## src/rtl/mem_arb_pkg.sv

```systemverilog
// Shared types and widths for the mem_arbiter slice (IFU/LSU arbiter in front of MemContrl).
package mem_arb_pkg;

    localparam int ADDR_W = 32;
    localparam int DATA_W = 32;
    localparam int MASK_W = 8;

    typedef enum logic [1:0] {
        IDLE   = 2'd0,
        ACCESS = 2'd1,
        RESP   = 2'd2
    } state_t;

    typedef enum logic {
        REQ_IFU = 1'b0,
        REQ_LSU = 1'b1
    } req_id_t;

endpackage

```

## src/rtl/mem_arb_grant.sv

```systemverilog
// Grant selection between IFU and LSU requests.
// MEM_ARB_RR_EN selects round-robin contention handling; otherwise the LSU has fixed priority.
module mem_arb_grant
    import mem_arb_pkg::*;
(
    input  logic    clk,
    input  logic    reset,
    input  logic    ifu_valid_i,
    input  logic    lsu_valid_i,
    input  logic    accept_i,
    output logic    grant_valid_o,
    output req_id_t grant_id_o
);

`ifdef MEM_ARB_RR_EN
    req_id_t last_grant_q;

    // Remember who won the most recent accepted request.
    always_ff @(posedge clk or posedge reset) begin
        if (reset) begin
            last_grant_q <= REQ_LSU;
        end else if (accept_i) begin
            last_grant_q <= grant_id_o;
        end else begin
            last_grant_q <= last_grant_q;
        end
    end

    // On contention, favour whoever did not win last time.
    always_comb begin
        grant_id_o = REQ_LSU;
        if (ifu_valid_i && lsu_valid_i) begin
            grant_id_o = (last_grant_q == REQ_LSU) ? REQ_IFU : REQ_LSU;
        end else if (ifu_valid_i) begin
            grant_id_o = REQ_IFU;
        end else begin
            grant_id_o = REQ_LSU;
        end
    end
`else
    logic unused_s;
    assign unused_s = ^{clk, reset, accept_i};

    // LSU wins whenever it is requesting.
    always_comb begin
        grant_id_o = REQ_LSU;
        if (lsu_valid_i) begin
            grant_id_o = REQ_LSU;
        end else if (ifu_valid_i) begin
            grant_id_o = REQ_IFU;
        end else begin
            grant_id_o = REQ_LSU;
        end
    end
`endif

    assign grant_valid_o = ifu_valid_i | lsu_valid_i;

endmodule

```

## src/rtl/mem_arbiter.sv

```systemverilog
// Two-requester arbiter/sequencer in front of MemContrl with emulated access latency.
// Optional build macro: MEM_ARB_RR_EN (round-robin grant instead of LSU priority).
module mem_arbiter
    import mem_arb_pkg::*;
#(
    parameter int unsigned LATENCY = 1
) (
    input  logic              clk,
    input  logic              reset,
    input  logic              ifu_req_valid,
    output logic              ifu_req_ready,
    input  logic [ADDR_W-1:0] ifu_addr,
    output logic              ifu_resp_valid,
    input  logic              ifu_resp_ready,
    output logic [DATA_W-1:0] ifu_rdata,
    input  logic              lsu_req_valid,
    output logic              lsu_req_ready,
    input  logic              lsu_wen,
    input  logic [ADDR_W-1:0] lsu_addr,
    input  logic [DATA_W-1:0] lsu_wdata,
    input  logic [MASK_W-1:0] lsu_wmask,
    output logic              lsu_resp_valid,
    input  logic              lsu_resp_ready,
    output logic [DATA_W-1:0] lsu_rdata,
    output logic              mem_valid,
    output logic              mem_wen,
    output logic [ADDR_W-1:0] mem_raddr,
    output logic [ADDR_W-1:0] mem_waddr,
    output logic [DATA_W-1:0] mem_wdata,
    output logic [MASK_W-1:0] mem_wmask,
    input  logic [DATA_W-1:0] mem_rdata
);

    if (LATENCY < 1) begin : g_bad_latency
        $error("mem_arbiter: LATENCY must be at least 1");
    end

    localparam int              CNT_W    = $clog2(LATENCY + 1);
    localparam logic [CNT_W-1:0] CNT_LOAD = CNT_W'(LATENCY - 1);
    localparam logic [CNT_W-1:0] CNT_ZERO = {CNT_W{1'b0}};
    localparam logic [CNT_W-1:0] CNT_ONE  = CNT_W'(1);

    localparam logic [1:0] S_IDLE   = 2'(IDLE);
    localparam logic [1:0] S_ACCESS = 2'(ACCESS);
    localparam logic [1:0] S_RESP   = 2'(RESP);

    logic [1:0]        state_q,  state_d;
    logic [CNT_W-1:0]  cnt_q,    cnt_d;
    req_id_t           id_q,     id_d;
    logic [ADDR_W-1:0] addr_q,   addr_d;
    logic              wen_q,    wen_d;
    logic [DATA_W-1:0] wdata_q,  wdata_d;
    logic [MASK_W-1:0] wmask_q,  wmask_d;
    logic [DATA_W-1:0] resp_q,   resp_d;

    logic    grant_valid_s;
    req_id_t grant_id_s;
    logic    accept_s;
    logic    resp_ready_s;

    mem_arb_grant u_grant (
        .clk           (clk),
        .reset         (reset),
        .ifu_valid_i   (ifu_req_valid),
        .lsu_valid_i   (lsu_req_valid),
        .accept_i      (accept_s),
        .grant_valid_o (grant_valid_s),
        .grant_id_o    (grant_id_s)
    );

    assign accept_s     = (state_q == S_IDLE) && grant_valid_s;
    assign resp_ready_s = (id_q == REQ_IFU) ? ifu_resp_ready : lsu_resp_ready;

    // Transaction sequencing and payload/response capture.
    always_comb begin
        state_d = state_q;
        cnt_d   = cnt_q;
        id_d    = id_q;
        addr_d  = addr_q;
        wen_d   = wen_q;
        wdata_d = wdata_q;
        wmask_d = wmask_q;
        resp_d  = resp_q;
        case (state_q)
            S_IDLE: begin
                if (accept_s) begin
                    state_d = S_ACCESS;
                    cnt_d   = CNT_LOAD;
                    id_d    = grant_id_s;
                    if (grant_id_s == REQ_LSU) begin
                        addr_d  = lsu_addr;
                        wen_d   = lsu_wen;
                        wdata_d = lsu_wdata;
                        wmask_d = lsu_wmask;
                    end else begin
                        addr_d  = ifu_addr;
                        wen_d   = 1'b0;
                        wdata_d = {DATA_W{1'b0}};
                        wmask_d = {MASK_W{1'b0}};
                    end
                end else begin
                    state_d = S_IDLE;
                end
            end
            S_ACCESS: begin
                if (cnt_q == CNT_ZERO) begin
                    state_d = S_RESP;
                    resp_d  = wen_q ? {DATA_W{1'b0}} : mem_rdata;
                end else begin
                    cnt_d = cnt_q - CNT_ONE;
                end
            end
            S_RESP: begin
                if (resp_ready_s) begin
                    state_d = S_IDLE;
                end else begin
                    state_d = S_RESP;
                end
            end
            default: begin
                state_d = S_IDLE;
                cnt_d   = CNT_ZERO;
            end
        endcase
    end

    // State registers; reset abandons any in-flight transaction.
    always_ff @(posedge clk or posedge reset) begin
        if (reset) begin
            state_q <= S_IDLE;
            cnt_q   <= CNT_ZERO;
            id_q    <= REQ_IFU;
            addr_q  <= {ADDR_W{1'b0}};
            wen_q   <= 1'b0;
            wdata_q <= {DATA_W{1'b0}};
            wmask_q <= {MASK_W{1'b0}};
            resp_q  <= {DATA_W{1'b0}};
        end else begin
            state_q <= state_d;
            cnt_q   <= cnt_d;
            id_q    <= id_d;
            addr_q  <= addr_d;
            wen_q   <= wen_d;
            wdata_q <= wdata_d;
            wmask_q <= wmask_d;
            resp_q  <= resp_d;
        end
    end

    assign ifu_req_ready  = accept_s && (grant_id_s == REQ_IFU);
    assign lsu_req_ready  = accept_s && (grant_id_s == REQ_LSU);
    assign ifu_resp_valid = (state_q == S_RESP) && (id_q == REQ_IFU);
    assign lsu_resp_valid = (state_q == S_RESP) && (id_q == REQ_LSU);
    assign ifu_rdata      = resp_q;
    assign lsu_rdata      = resp_q;

    // The write strobe is confined to the final access cycle.
    assign mem_valid = (state_q == S_ACCESS);
    assign mem_wen   = mem_valid && wen_q && (cnt_q == CNT_ZERO);
    assign mem_raddr = addr_q;
    assign mem_waddr = addr_q;
    assign mem_wdata = wdata_q;
    assign mem_wmask = wmask_q;

endmodule

```

## config.mk

```make
export PLATFORM = sky130hd
export DESIGN_NAME = mem_arbiter
export DESIGN_NICKNAME = d
export VERILOG_FILES = /design/src/rtl/mem_arb_pkg.sv /design/src/rtl/mem_arb_grant.sv /design/src/rtl/mem_arbiter.sv
export SDC_FILE = /design/constraint.sdc
export NUM_CORES = 1
export LEC_CHECK = 0
export BUFFER_PORTS_ARGS = -buffer_cell sky130_fd_sc_hd__buf_4
export CORE_AREA = 2 2 123 125
export DETAILED_ROUTE_END_ITERATION = 10
export DIE_AREA = 0 0 125 127
export PLACE_DENSITY = 0.7
export SYNTH_ARGS = -nofsm -noshare
export SYNTH_HDL_FRONTEND = slang
export SYNTH_HIERARCHICAL = 1
export SYNTH_SLANG_ARGS = --single-unit
```

## constraint.sdc

```tcl
create_clock -name clk -period 4.6 [get_ports clk]
set_clock_uncertainty 0.2 [all_clocks]
set_input_delay 0 -clock clk [delete_from_list [all_inputs] [get_ports clk]]
set_output_delay 0 -clock clk [all_outputs]
set_load 0.05 [all_outputs]
```

==> flow_metrics.py <==
metrics = {
    "drt": {
        "drc_errors": 0,
        "drt_wl_total_um": 16200,
        "vias": 4697,
        "postRouteAntennaNets": 0,
        "post_drt_wl_per_cell_um": 15.6,
        "viasPerCell": 4.53,
        "dr.pass1.iters": 4,
        "drt_iter0_markers": 126,
    },
    "logic_synthesis": {
        "synth-edff-count": 0,
        "synth_seq_area_share_pct": 49.7,
        "async_flop_share_pct": 100,
        "synth-seq-cells": 108,
        "synthTopCellsByArea": "dfrtp_1, mux2_2, buf_4, mux2i_1, nor2b_1",
        "avgSynthCellArea_um2": 11.8,
        "yosysMostFrequentCell": "dfrtp_1",
        "syn-instance-count": 462,
        "netlist_area_mm2": 0.00544,
        "syn_nets": 605,
        "synthFlopType": "dfrtp_1",
        "ys_top_cells_by_count": "dfrtp_1, mux2_2, buf_4",
        "yosysTopAreaCellShare_pct": 49.7,
        "ys_warn_count": 6,
        "synth_top_area_cell": "dfrtp_1",
        "ys_types": 19,
    },
    "grt": {
        "grt_usage_pct": 20.3,
        "grt_pass1_vias": 5195,
        "grt_max_degree": 77,
        "grt_pass1_wl_um": 26200,
        "antenna_found_initial": 0,
        "gr-total-overflow": 0,
    },
    "layout": {
        "syn_to_final_growth_pct": 68.8,
        "drive_gt1_share_pct": 51.2,
        "num_antenna_cells": 0,
        "layout.nets": 991,
        "fill_cells": 1089,
    },
    "floorplan": {
        "start_util_pct": 37.7,
        "core_mm2": 0.0144,
        "dieArea_mm2": 0.0159,
        "rows": 44,
        "die_w_um": 125,
        "die_y_um": 127,
        "io_pins": 317,
    },
    "sta": {
        "fin_setup_tns_ns": 0,
        "setup_violations": 0,
        "tightest_slew_ns": 1.09,
        "fin_crit_sh_pct": 51.8,
        "slew_headroom_pct": 27.3,
        "fmax_mhz": 420,
        "hold_violations": 0,
        "rsz0062_at_grt": "false",
        "period_needed_ns": 2.38,
        "worst_slack_ns": 2.22,
        "drv_slew": 0,
    },
    "setup_path": {
        "critPathKind": "input port to flop",
        "max_stage_delay_ns": 0.59,
        "required_ns": 4.63,
        "crit_buf_inv": 4,
        "crit_fanout": 76,
        "endpoint_kind": "flop",
        "crit_arrival_ns": 2.41,
        "cpLargestDelayFamily": "buffers and inverters",
        "path_cells": "dlygate4sd3_1, buf_4, nand2b_2, buf_12, mux2_2, dlygate4sd3_1, mux2_2",
        "timing.rr.start": "state_q[1]",
        "slowest_stage": "dlygate4sd3_1",
        "startpoint_type": "input port",
        "crit_start": "lsu_req_valid",
    },
    "hold_path": {
        "worstHoldStart": "ifu_req_valid",
        "min_path_type": "input port to flop",
    },
    "clock_tree": {
        "clk_latency_ns": 0.34,
        "cts.sinks": 108,
        "clk_pin_slew_worst_paths_ns": 0.07,
        "cts_max_level": 3,
        "cts_setup_buffers": 0,
        "numCtsBuffers": 9,
        "cts_root_buffer": "clkbuf_16",
        "ctsResizeCount": 0,
        "cts_tree": "yes",
        "cts_buffer_depth": 2,
        "ctsHoldBuffers": 142,
    },
    "status": {
        "status": "completed",
    },
    "placement": {
        "hpwl_um": 10200,
        "portBuffers": 316,
        "place_congestion": 0.804,
        "dpl_worst_slack_ns": 2.72,
    },
    "flow_run": {
        "cap_viol_max_count": 0,
    },
}
==> layout by cell type (no fill, tap or decap), types with 2 or more instances in the layout <==
cell type,Yosys,final
nor2_1,2,2
nand2_1,41,41
clkinv_2,0,3
buf_4,71,318
buf_12,0,2
dlygate4sd3_1,0,142
mux2i_1,41,41
clkbuf_16,0,9
and2_1,2,2
clkinvlp_4,0,2
dfrtp_1,108,108
nor2b_1,34,33
mux2_2,97,97
inv_1,43,42
==> path summary, 6_finish.rpt <==
kind	endpoint	slack, ns	cells after the start
worst max-delay path	mem_raddr[26]	2.22	7
worst min-delay path	wen_q	0.02	5
worst max register to register	mem_raddr[30]	2.71	3
worst min register to register	state_q[0]	0.32	1
max in group asynchronous	mem_wdata[10]	2.94	4
min in group asynchronous	ifu_rdata[22]	0.17	3
==> state kept, by name, summed over array words and instances (netlist names) <==
name and flops:
ifu_rdata 32, mem_raddr 32, mem_wdata 32, mem_wmask 8, state_q 2, id_q 1
wen_q 1
==> kinds of logic (layout without fill, tap and decap cells) <==
| kind of cell | count (synthesis) | after routing | synth area share [%] |
|---|---|---|---|
| and+or+nand+nor | 84 | 84 | 7.82 |
| muxes | 139 | 139 | 27.8 |
| DFF | 108 | 108 | 49.7 |
| AOI/OAI and AO/OA | 1 | 1 | 0.138 |
| buffers and inverters | 130 | 521 | 14.5 |
==> tightest hold or removal path: stages <==
cell and delay (ns):
buf_4 0.09, nand2b_2 0.07, buf_12 0.20, nand2_1 0.10, mux2i_1 0.06
==> cell type report <==
type / count / area [µm²] / area share (%)
clock buffer: 10 / 239 / 2.60
clock inverter: 6 / 38.8 / 0.422
inverter: 43 / 164 / 1.79
multi-input combinational: 224 / 1960 / 21.3
sequential: 108 / 2700 / 29.4
tap: 184 / 230 / 2.51
timing repair buffer: 462 / 3850 / 41.9
==> metal layers <==
layer  track usage (%)  vias up  wire length [µm]
met5                 0        -                 0
met4              7.78        0               433
met3              5.49       31              1180
met2              37.6      205              8660
met1              22.3     2265              5880
li1                  -     2196                 -
==> stage by stage <==
stage | instances | hold WS (ns) | utilization (%) | cell area (µm²)
floorplan | 462 | -0.0549 | - | 5440
global placement | 879 | 0.00757 | 51.9 | 7480
detailed placement | 879 | 0.0251 | 51.9 | 7480
CTS | 1037 | 0.0460 | 63.7 | 9180
global route | 1037 | 0.0703 | 63.7 | 9180
finish | 1037 | 0.0244 | 63.7 | 9180
Power is left out: the tool's default activity adds up to more than one toggle a clock period on the data nets, which glitch-free logic cannot reach.
